`config.mk`:
```
export PLATFORM = sky130hd
export DESIGN_NAME = fetch
export DESIGN_NICKNAME = d
export VERILOG_FILES = /design/src/rtl/fetch.sv
export SDC_FILE = /design/constraint.sdc
export NUM_CORES = 1
export LEC_CHECK = 0
export CAP_MARGIN = 20
export CORE_ASPECT_RATIO = 1.1
export CORE_MARGIN = 2
export CORE_UTILIZATION = 51
export CTS_CLUSTER_DIAMETER = 60
export DETAILED_ROUTE_END_ITERATION = 6
export GPL_TIMING_DRIVEN = 1
export PLACE_DENSITY = 0.76
export SKIP_LAST_GASP = 1
export SYNTH_ARGS = -nofsm -noshare
export SYNTH_HDL_FRONTEND = slang
export SYNTH_SLANG_ARGS = --single-unit
```
`constraint.sdc`:
```
create_clock -name clk -period 4.4 [get_ports clk]
set_input_delay 0.66 -clock clk [delete_from_list [all_inputs] [get_ports clk]]
set_output_delay 0.66 -clock clk [all_outputs]
set_load 0.005 [all_outputs]
```
`src/rtl/fetch.sv`:
```
// IF stage of the RV32I pipeline: PC register, instruction pre-decode,
// 2-bit BHT branch prediction and the fetch/decode pipeline register.
module fetch #(
  parameter logic [31:0] RESET_PC = 32'h0000_0000,
  parameter int unsigned BHT_BITS = 6
) (
  input  logic        clk,
  input  logic        rstn,
  input  logic        stall,
  input  logic        redirect_en,
  input  logic [31:0] redirect_pc,
  input  logic        update_en,
  input  logic [31:0] update_pc,
  input  logic        update_taken,
  output logic [31:0] imem_addr,
  input  logic [31:0] imem_data,
  output logic [64:0] fetch_dec_reg
);

  localparam int unsigned XLEN        = 32;
  localparam int unsigned BHT_ENTRIES = 1 << BHT_BITS;
  localparam logic [6:0]  OPC_BRANCH  = 7'b1100011;
  localparam logic [6:0]  OPC_JAL     = 7'b1101111;

  logic [XLEN-1:0]     pc;
  logic [XLEN-1:0]     next_pc;
  logic [XLEN-1:0]     imm;
  logic                pred;
  logic [BHT_BITS-1:0] lookup_idx;
  logic [BHT_BITS-1:0] update_idx;
  logic [1:0]          bht [BHT_ENTRIES];
  logic                unused_update_bits;

  assign imem_addr  = pc;
  assign lookup_idx = pc[BHT_BITS+1:2];
  assign update_idx = update_pc[BHT_BITS+1:2];

  // Only the index bits of the update PC select a counter; the rest are ignored.
  assign unused_update_bits = ^{update_pc[XLEN-1:BHT_BITS+2], update_pc[1:0]};

  // Pre-decode: immediate extraction and taken prediction for B-type and JAL.
  always_comb begin
    imm  = '0;
    pred = 1'b0;
    case (imem_data[6:0])
      OPC_BRANCH: begin
        imm  = {{20{imem_data[31]}}, imem_data[7], imem_data[30:25], imem_data[11:8], 1'b0};
        pred = bht[lookup_idx][1];
      end
      OPC_JAL: begin
        imm  = {{12{imem_data[31]}}, imem_data[19:12], imem_data[20], imem_data[30:21], 1'b0};
        pred = 1'b1;
      end
      default: begin
        imm  = '0;
        pred = 1'b0;
      end
    endcase
  end

  // Next sequential or predicted-target PC; wraps modulo 2^32.
  always_comb begin
    next_pc = pc + XLEN'(4);
    if (pred) begin
      next_pc = pc + imm;
    end
  end

  // PC and fetch/decode register: redirect beats stall, stall beats normal fetch.
  always_ff @(posedge clk or negedge rstn) begin
    if (!rstn) begin
      pc            <= RESET_PC;
      fetch_dec_reg <= '0;
    end else if (redirect_en) begin
      pc            <= redirect_pc;
      fetch_dec_reg <= '0;
    end else if (!stall) begin
      pc            <= next_pc;
      fetch_dec_reg <= {imem_data, pc, pred};
    end
  end

  // BHT training from resolved branches; lookup this cycle sees the old value.
  always_ff @(posedge clk or negedge rstn) begin
    if (!rstn) begin
      for (int unsigned i = 0; i < BHT_ENTRIES; i++) begin
        bht[BHT_BITS'(i)] <= 2'b01;
      end
    end else if (update_en) begin
      if (update_taken) begin
        if (bht[update_idx] != 2'b11) begin
          bht[update_idx] <= bht[update_idx] + 2'd1;
        end
      end else if (bht[update_idx] != 2'b00) begin
        bht[update_idx] <= bht[update_idx] - 2'd1;
      end
    end
  end

endmodule

```
# Word level (Yosys, flattened, before mapping)
# Cells that the tools add are included.
# word_totals
reg_bits,225
elab_cells,104
# op_classes
add_sub_neg,4
order_cmp,3
n_eq_ne,5
mux,20
bitwise,2
n_reduce_logical,4
# ops
op,n
$mux W128,3
$bwmux W128,2
$mux W65,2
$mux W32,3
$pmux W32 S2,1
$add A32 B3 Y32 const B,1
$add A32 B32 Y32,1
$bmux W2 S6,2
$eq A7 B7 Y1 const B,2
$ge A7 B7 Y1 const B,2
$not A6 Y7,2
$demux W2 S6,1
$mux W2,5
$lt A7 B1 Y1 const B,1
$ne A2 B1 Y1 const B,2
$reduce_bool A2 Y1,2
$reduce_and A3 Y1,1
$add A2 B1 Y2 const B,1
$ne A2 B2 Y1 const B,1
$pmux W1 S2,1
$sub A2 B1 Y2 const B,1
$logic_and A1 B1 Y1,1

# Depth between registers and ports, before layout
# Gate-level depths: netlist of run 1.
# depth
ltp_word,8
depth_mapped,19
ltp_nobuf,15

# Worst setup path before layout of run 1
# No wires, ideal clock.
# synth_timing
path_kind,input to register
start,input imem_data[4]
end,register pc[24] (netlist: imem_addr[24])
setup_time_ns,0.119
arrival_time_ns,3.754
required_time_ns,4.281
setup_slack_ns,0.527
cell_stages,13
path_cell_list,nand3b_1 nor3_1 or2_2 and2_1 ha_1 clkbuf_1 a21oi_1 o21ai_0 a21oi_1 or4b_2 a31oi_1 o21ai_0 o21a_1
# synth_between
elab_chain_len,6
word_cells_on_any_way,8
# synth_lines
item,line_no,text
"start, declared",16,"input logic [31:0] imem_data,"
$eq A7 B7 Y1,45,case (imem_data[6:0])
$pmux W32 S2,45,
$add A32 B32 Y32,65,next_pc = pc + imm;
$mux W32 *,64,if (pred) begin
$mux W32 *,77,end else if (!stall) begin
$mux W32 *,74,end else if (redirect_en) begin
"end signal, assigned",75,pc <= redirect_pc;
"end signal, assigned",78,pc <= next_pc;
"end, declared",25,logic [XLEN-1:0] pc;
# Every way passes the cells marked *; elsewhere a longest branch is shown, timed or not. The select of a mux whose other input is x is not followed.
# A chain may end at the register's enable or synchronous reset.

# Worst setup path in the final report of run 1
# Same ends and word-level chain as after synthesis.

==> metrics, run 1 <==
worst endpoint required time=4.82 ns; CTS tree=done; Finished Cell Area=0.0166 mm^2; clk slew on worst S/H paths=0.06 ns; DIE HEIGHT=172 um; antenna fix cells=0; vias per cell=6.07; Final Max Slew Viols=0; Pre-Repair DR Iteration Count=7; Post-synth top cells=203 x nand2_1, 161 x dfrtp_1, 122 x nor2_1; FP Rows=61; Layout Cells excl Fill=1946; area grow syn2layout=26.5%; DR vias=11800; crit share post-route=91.5%; Post-Route WL=41300 um; most common cell in the synthesized netlist=nand2_1; Remaining DRCs=0; Final Util=65.6%; CTS max path bufs=3; P_leak=7.28 nW; # setup viols final=0; FFs w/ async S/R, synth=100%; number of synthesis warnings=0; 1st-iter DRT viols=817; Worst Max-Slew Pin Slew=0.962 ns; DIE WIDTH=157 um; I/O Pins=199; Most Used Layer, Global Route=met2; layout cell share with drive strength beyond 1=19.7%; Hold Worst Slack=0.194 ns; pin count of the biggest net entering global routing=122; #FFs+latches synth=225; max frequency=248 MHz; post-synth top area share=30.8%; DIE AREA=0.0270 mm^2; global placement routability congestion=0.963; initial antenna violation count=0; maxcap violations=0; Max-slew headroom=35.9%; Fin Clk Skew=0.0218 ns; Pwr Total=6.09 mW; Seq/Total Area, Yosys=43.6%; Placed Area=0.0157 mm^2; Primary FF master, synth=dfrtp_1; GRT Overall Usage=30.6%; CTS root buf=clkbuf_16; Final Critical Period=4.02 ns; number of global-route vias before repair=11600; synthesized net count=1497; worst vdd ir=0.388 mV; clock sink count=225; Worst R2R Setup Slack=0.79 ns; worst reg2reg path startpoint=imem_addr[2]; PortBufs=172; EDFF count, synth=0; Initial Utilization=51.8%; H-tree Lvls=1; hold crit path type=in -> async; R2R cell count=9; Synth cell types=80; Worst EP arrival=4.44 ns; Inserted Clock Buffers=26; Cells after Synth=1361; M2 GR Usage=53.5%; global-route met3 utilization=4.86%; PwrDens=368 mW/mm^2; Layout Nets=1716; total grt overflow=0; critical path class=in -> reg; Avg Inst Size Synth=9.62 um^2; met1 Use GR=36.4%; # hold bufs at CTS=0; WL per Instance=21.2 um; Core Area=0.0253 mm^2; worst-path fanout max=6; synth top area cells=dfrtp_1 31%, dfstp_2 13%, mux2_2 6.3%; first-pass GRT wire length=63800 um; final hold vios=0; hpwl dp=29600 um; Netlist Area Pre-Place=0.0131 mm^2; cell taking the most area after synthesis=dfrtp_1; DP Cell Count=1898; FF-to-FF End=imem_addr[15]; Startpoint Class=input pin; worst skew pair latency=0.54 ns; DRT antenna net count=0; nature of the critical path endpoint=flip-flop; status=finished clean; RSZ-0062 raised after global routing=false
## layout by cell type, fill, tap and decap left out, types with 14 or more instances in the layout
cell type	instances
mux4_2	14
a21oi_1	48
a21o_1	19
mux2i_1	78
nor3_1	20
clkdlybuf4s50_1	169
xnor2_1	18
o22ai_1	32
dfstp_2	64
a22oi_1	42
clkbuf_16	27
mux2_2	73
inv_1	21
nor2_1	122
dfrtp_1	161
nand4_1	17
nand3_1	23
and2_1	14
o21ai_0	103
ha_1	33
buf_4	97
nand2_1	203
## power by group
part	internal [mW]	switching (mW)	leakage, nW	total, mW
logic	0.607	0.634	4.09	1.24
registers	2.40	0.262	2.77	2.67
clock network	1.28	0.905	0.420	2.19
## worst max-delay path, stage by stage
cell and delay, ns:
clkdlybuf4s50_1 0.47, nand3b_1 0.17, nor3_2 0.06, buf_4 0.16, a22oi_1 0.38, inv_1 0.09
ha_1 0.31, a211oi_1 0.21, o21ai_0 0.17, o21ai_0 0.28, a31oi_1 0.26, or4b_2 0.68
a31oi_1 0.27, o21ai_0 0.14, o21a_1 0.12
## stage by stage
| step | setup WS, ns | setup TNS (ns) |
|---|---|---|
| finish | 0.376 | 0 |
| global route | 0.135 | 0 |
| CTS | 0.257 | 0 |
| detailed placement | -0.302 | -0.483 |
| global placement | -0.179 | -0.179 |
| floorplan | 0.527 | 0 |
## per-layer routing
metal | vias to the layer above | wire [um]
met5 | - | 0
met3 | 130 | 2980
met4 | 0 | 2130
li1 | 5416 | -
met1 | 5719 | 15400
met2 | 544 | 20800
## kinds of logic after synthesis
| kind of cell | share of synthesized area [%] |
|---|---|
| and+or+nand+nor | 16.5 |
| xor gates and xnor gates | 1.94 |
| DFF | 43.6 |
| muxes | 14.6 |
| buffers and inverters | 3.30 |
| AOI/OAI and AO/OA | 16.7 |
| adders and majority gates | 3.31 |
## cell type report
cell class,count,area (um^2)
sequential,225,5710
timing repair buffer,270,2490
inverter,21,78.8
fill,2009,8700
clock buffer,34,722
multi-input combinational,1036,6980
tap,346,433
clock inverter,14,141
## worst max-delay path by stage
stage | from | endpoint | slack (ns) | cells past startpoint
detailed placement | imem_data[4] | imem_addr[29] | -0.30 | 15
finish | imem_data[4] | imem_addr[24] | 0.38 | 15
floorplan | imem_data[4] | imem_addr[24] | 0.53 | 13
global route | imem_data[4] | imem_addr[24] | 0.13 | 15
global placement | imem_data[4] | imem_addr[29] | -0.18 | 15
CTS | imem_data[4] | imem_addr[29] | 0.26 | 15
## timing repair
action | CTS | global route
resized for setup | 0 | 2
buffers inserted | 0 | 0
setup endpoints to repair | 0 | 1
No activity file was read; power rests on OpenSTA's default activity.
==> inputs of run 2 (changes only) <==
--- a/config.mk
+++ b/config.mk
@@ -7,7 +7,6 @@
 export LEC_CHECK = 0
 export CAP_MARGIN = 20
 export CORE_ASPECT_RATIO = 1.1
-export CORE_MARGIN = 2
 export CORE_UTILIZATION = 51
 export CTS_CLUSTER_DIAMETER = 60
 export DETAILED_ROUTE_END_ITERATION = 6
==> run 2 against run 1 <==
Clock power down 2%; utilization up 0.44 points; setup slack worse by 0.16 ns; sequential share of layout area down 0.23 points; register-to-register slack worse by 0.02 ns.
==> metrics, run 2 (same netlist as run 1, synthesis figures left out) <==
status=finished clean; clock share of power=35.3%; Final Util=66.0%; H-tree Lvls=1; Initial Utilization=51.8%; Layout Cells excl Fill=1957; Remaining DRCs=0; crit share post-route=95.0%; # setup viols final=0; FP Rows=61; worst skew pair latency=0.54 ns; Post-Route WL=41400 um; CTS max path bufs=3; max frequency=239 MHz; Startpoint Class=input pin; P_sw=1.77 mW; maxcap violations=0; Comb pwr share=21.0%; first-pass GRT wire length=63300 um; worst-path fanout max=14; final hold vios=0; I/O Pins=199; Fin Clk Skew=0.0121 ns; 1st-iter DRT viols=860; PortBufs=172; nature of the critical path endpoint=flip-flop; Max-slew headroom=31.7%; Layout Nets=1727; DIE AREA=0.0263 mm^2; WL per Instance=21.2 um; layout cell share with drive strength beyond 1=20.0%; PostCTS Resize Cnt=0; Final Critical Period=4.18 ns; P_leak=7.34 nW; DP Cell Count=1909; most common cell after layout, fill and taps aside=nand2_1; pre-CTS WS=-0.255 ns; CTS root buf=clkbuf_16; most frequent cells in the layout=203 x nand2_1, 169 x clkdlybuf4s50_1, 161 x dfrtp_1; R2R cell count=9; hpwl dp=29500 um; FF-to-FF End=imem_addr[12]; worst endpoint required time=4.86 ns; setup ws final=0.221 ns; postcts setup bufs=0; Pre-Repair DR Iteration Count=7; antenna fix cells=0; pin count of the biggest net entering global routing=125; # hold bufs at CTS=0; Pwr Total=6.07 mW; Switching Fraction=29.1%; hold crit path type=in -> async; Worst R2R Setup Slack=0.77 ns; total grt overflow=0; Worst Max-Slew Pin Slew=1.02 ns; worst reg2reg path startpoint=imem_addr[2]; clock sink count=225; Worst EP arrival=4.64 ns; Slowest cell on crit path=clkdlybuf4s50_1; area grow syn2layout=27.3%; number of global-route vias before repair=11700; DR vias=11900; Worst path max stage delay=0.71 ns; Seq pwr share=43.7%; Pint=4.30 mW; Hold Worst Slack=0.245 ns; worst vdd ir=0.366 mV; critical path class=in -> reg; RSZ-0062 raised after global routing=false; DIE HEIGHT=170 um; CTS tree=done; clk slew on worst S/H paths=0.06 ns; global placement routability congestion=1.00; Core Area=0.0253 mm^2; initial antenna violation count=0; DIE WIDTH=155 um; vias per cell=6.07; PwrDens=364 mW/mm^2; Final Max Slew Viols=0; CP Cell Sequence=clkdlybuf4s50_1 -> or2_1 -> o22ai_1 -> o41ai_1 -> buf_4 -> nand4_1 -> nand4b_1 -> ha_1 -> mux2i_1 -> nand2_1 -> nor2_1 -> buf_4 -> nand2_1 -> mux2_2; GRT Overall Usage=31.2%; DRT antenna net count=0; Inserted Clock Buffers=26
run 2: power by group through the flow:
stage	clock, mW	combinational [mW]	sequential [mW]
2_1_floorplan	0	0.719	2.60
3_3_place_gp	0	1.23	2.66
3_5_place_dp	0	1.26	2.68
4_1_cts	2.17	1.27	2.64
5_1_grt	2.26	1.38	2.68
6_report	2.15	1.28	2.65
run 2: layer usage:
layer / up-vias / global-route usage [%] / wire length (um) / share of wire [%]
met5: - / 0 / 0 / 0
met4: 0 / 15.1 / 1910 / 4.6
met3: 138 / 4.71 / 2590 / 6.3
met2: 480 / 57.0 / 21400 / 52
met1: 5816 / 35.6 / 15500 / 38
li1: 5444 / - / - / -
run 2: layout make-up:
type                       count  area, um^2
inverter                      21        78.8
tap                          346         433
timing repair buffer         281        2620
sequential                   225        5710
multi-input combinational   1036        6980
clock buffer                  41         778
clock inverter                 7        76.3
fill                        1997        8590
run 2: worst max path at each step:
stage	cells past startpoint	start	slack, ns	to
CTS	14	update_pc[2]	0.29	flip-flop
global placement	14	update_pc[2]	-0.17	flip-flop
finish	14	update_pc[2]	0.22	flip-flop
global route	16	update_pc[2]	0.12	flip-flop
floorplan	13	imem_data[4]	0.53	imem_addr[24]
detailed placement	14	update_pc[2]	-0.26	flip-flop
run 2: metrics by stage:
stage          setup TNS, ns  instance area, um^2
3_3_place_gp           -1.87                15800
4_1_cts                    0                16700
2_1_floorplan              0                13100
3_5_place_dp           -7.12                15800
6_report                   0                16700
5_1_grt                    0                16700
run 2: critical path, delay by kind of cell:
family | cells | cell delay [ns]
adders and majority gates | 1 | 0.25
muxes | 2 | 0.43
and+or+nand+nor | 6 | 1.50
AOI/OAI and AO/OA | 2 | 0.66
buffers and inverters | 3 | 1.13
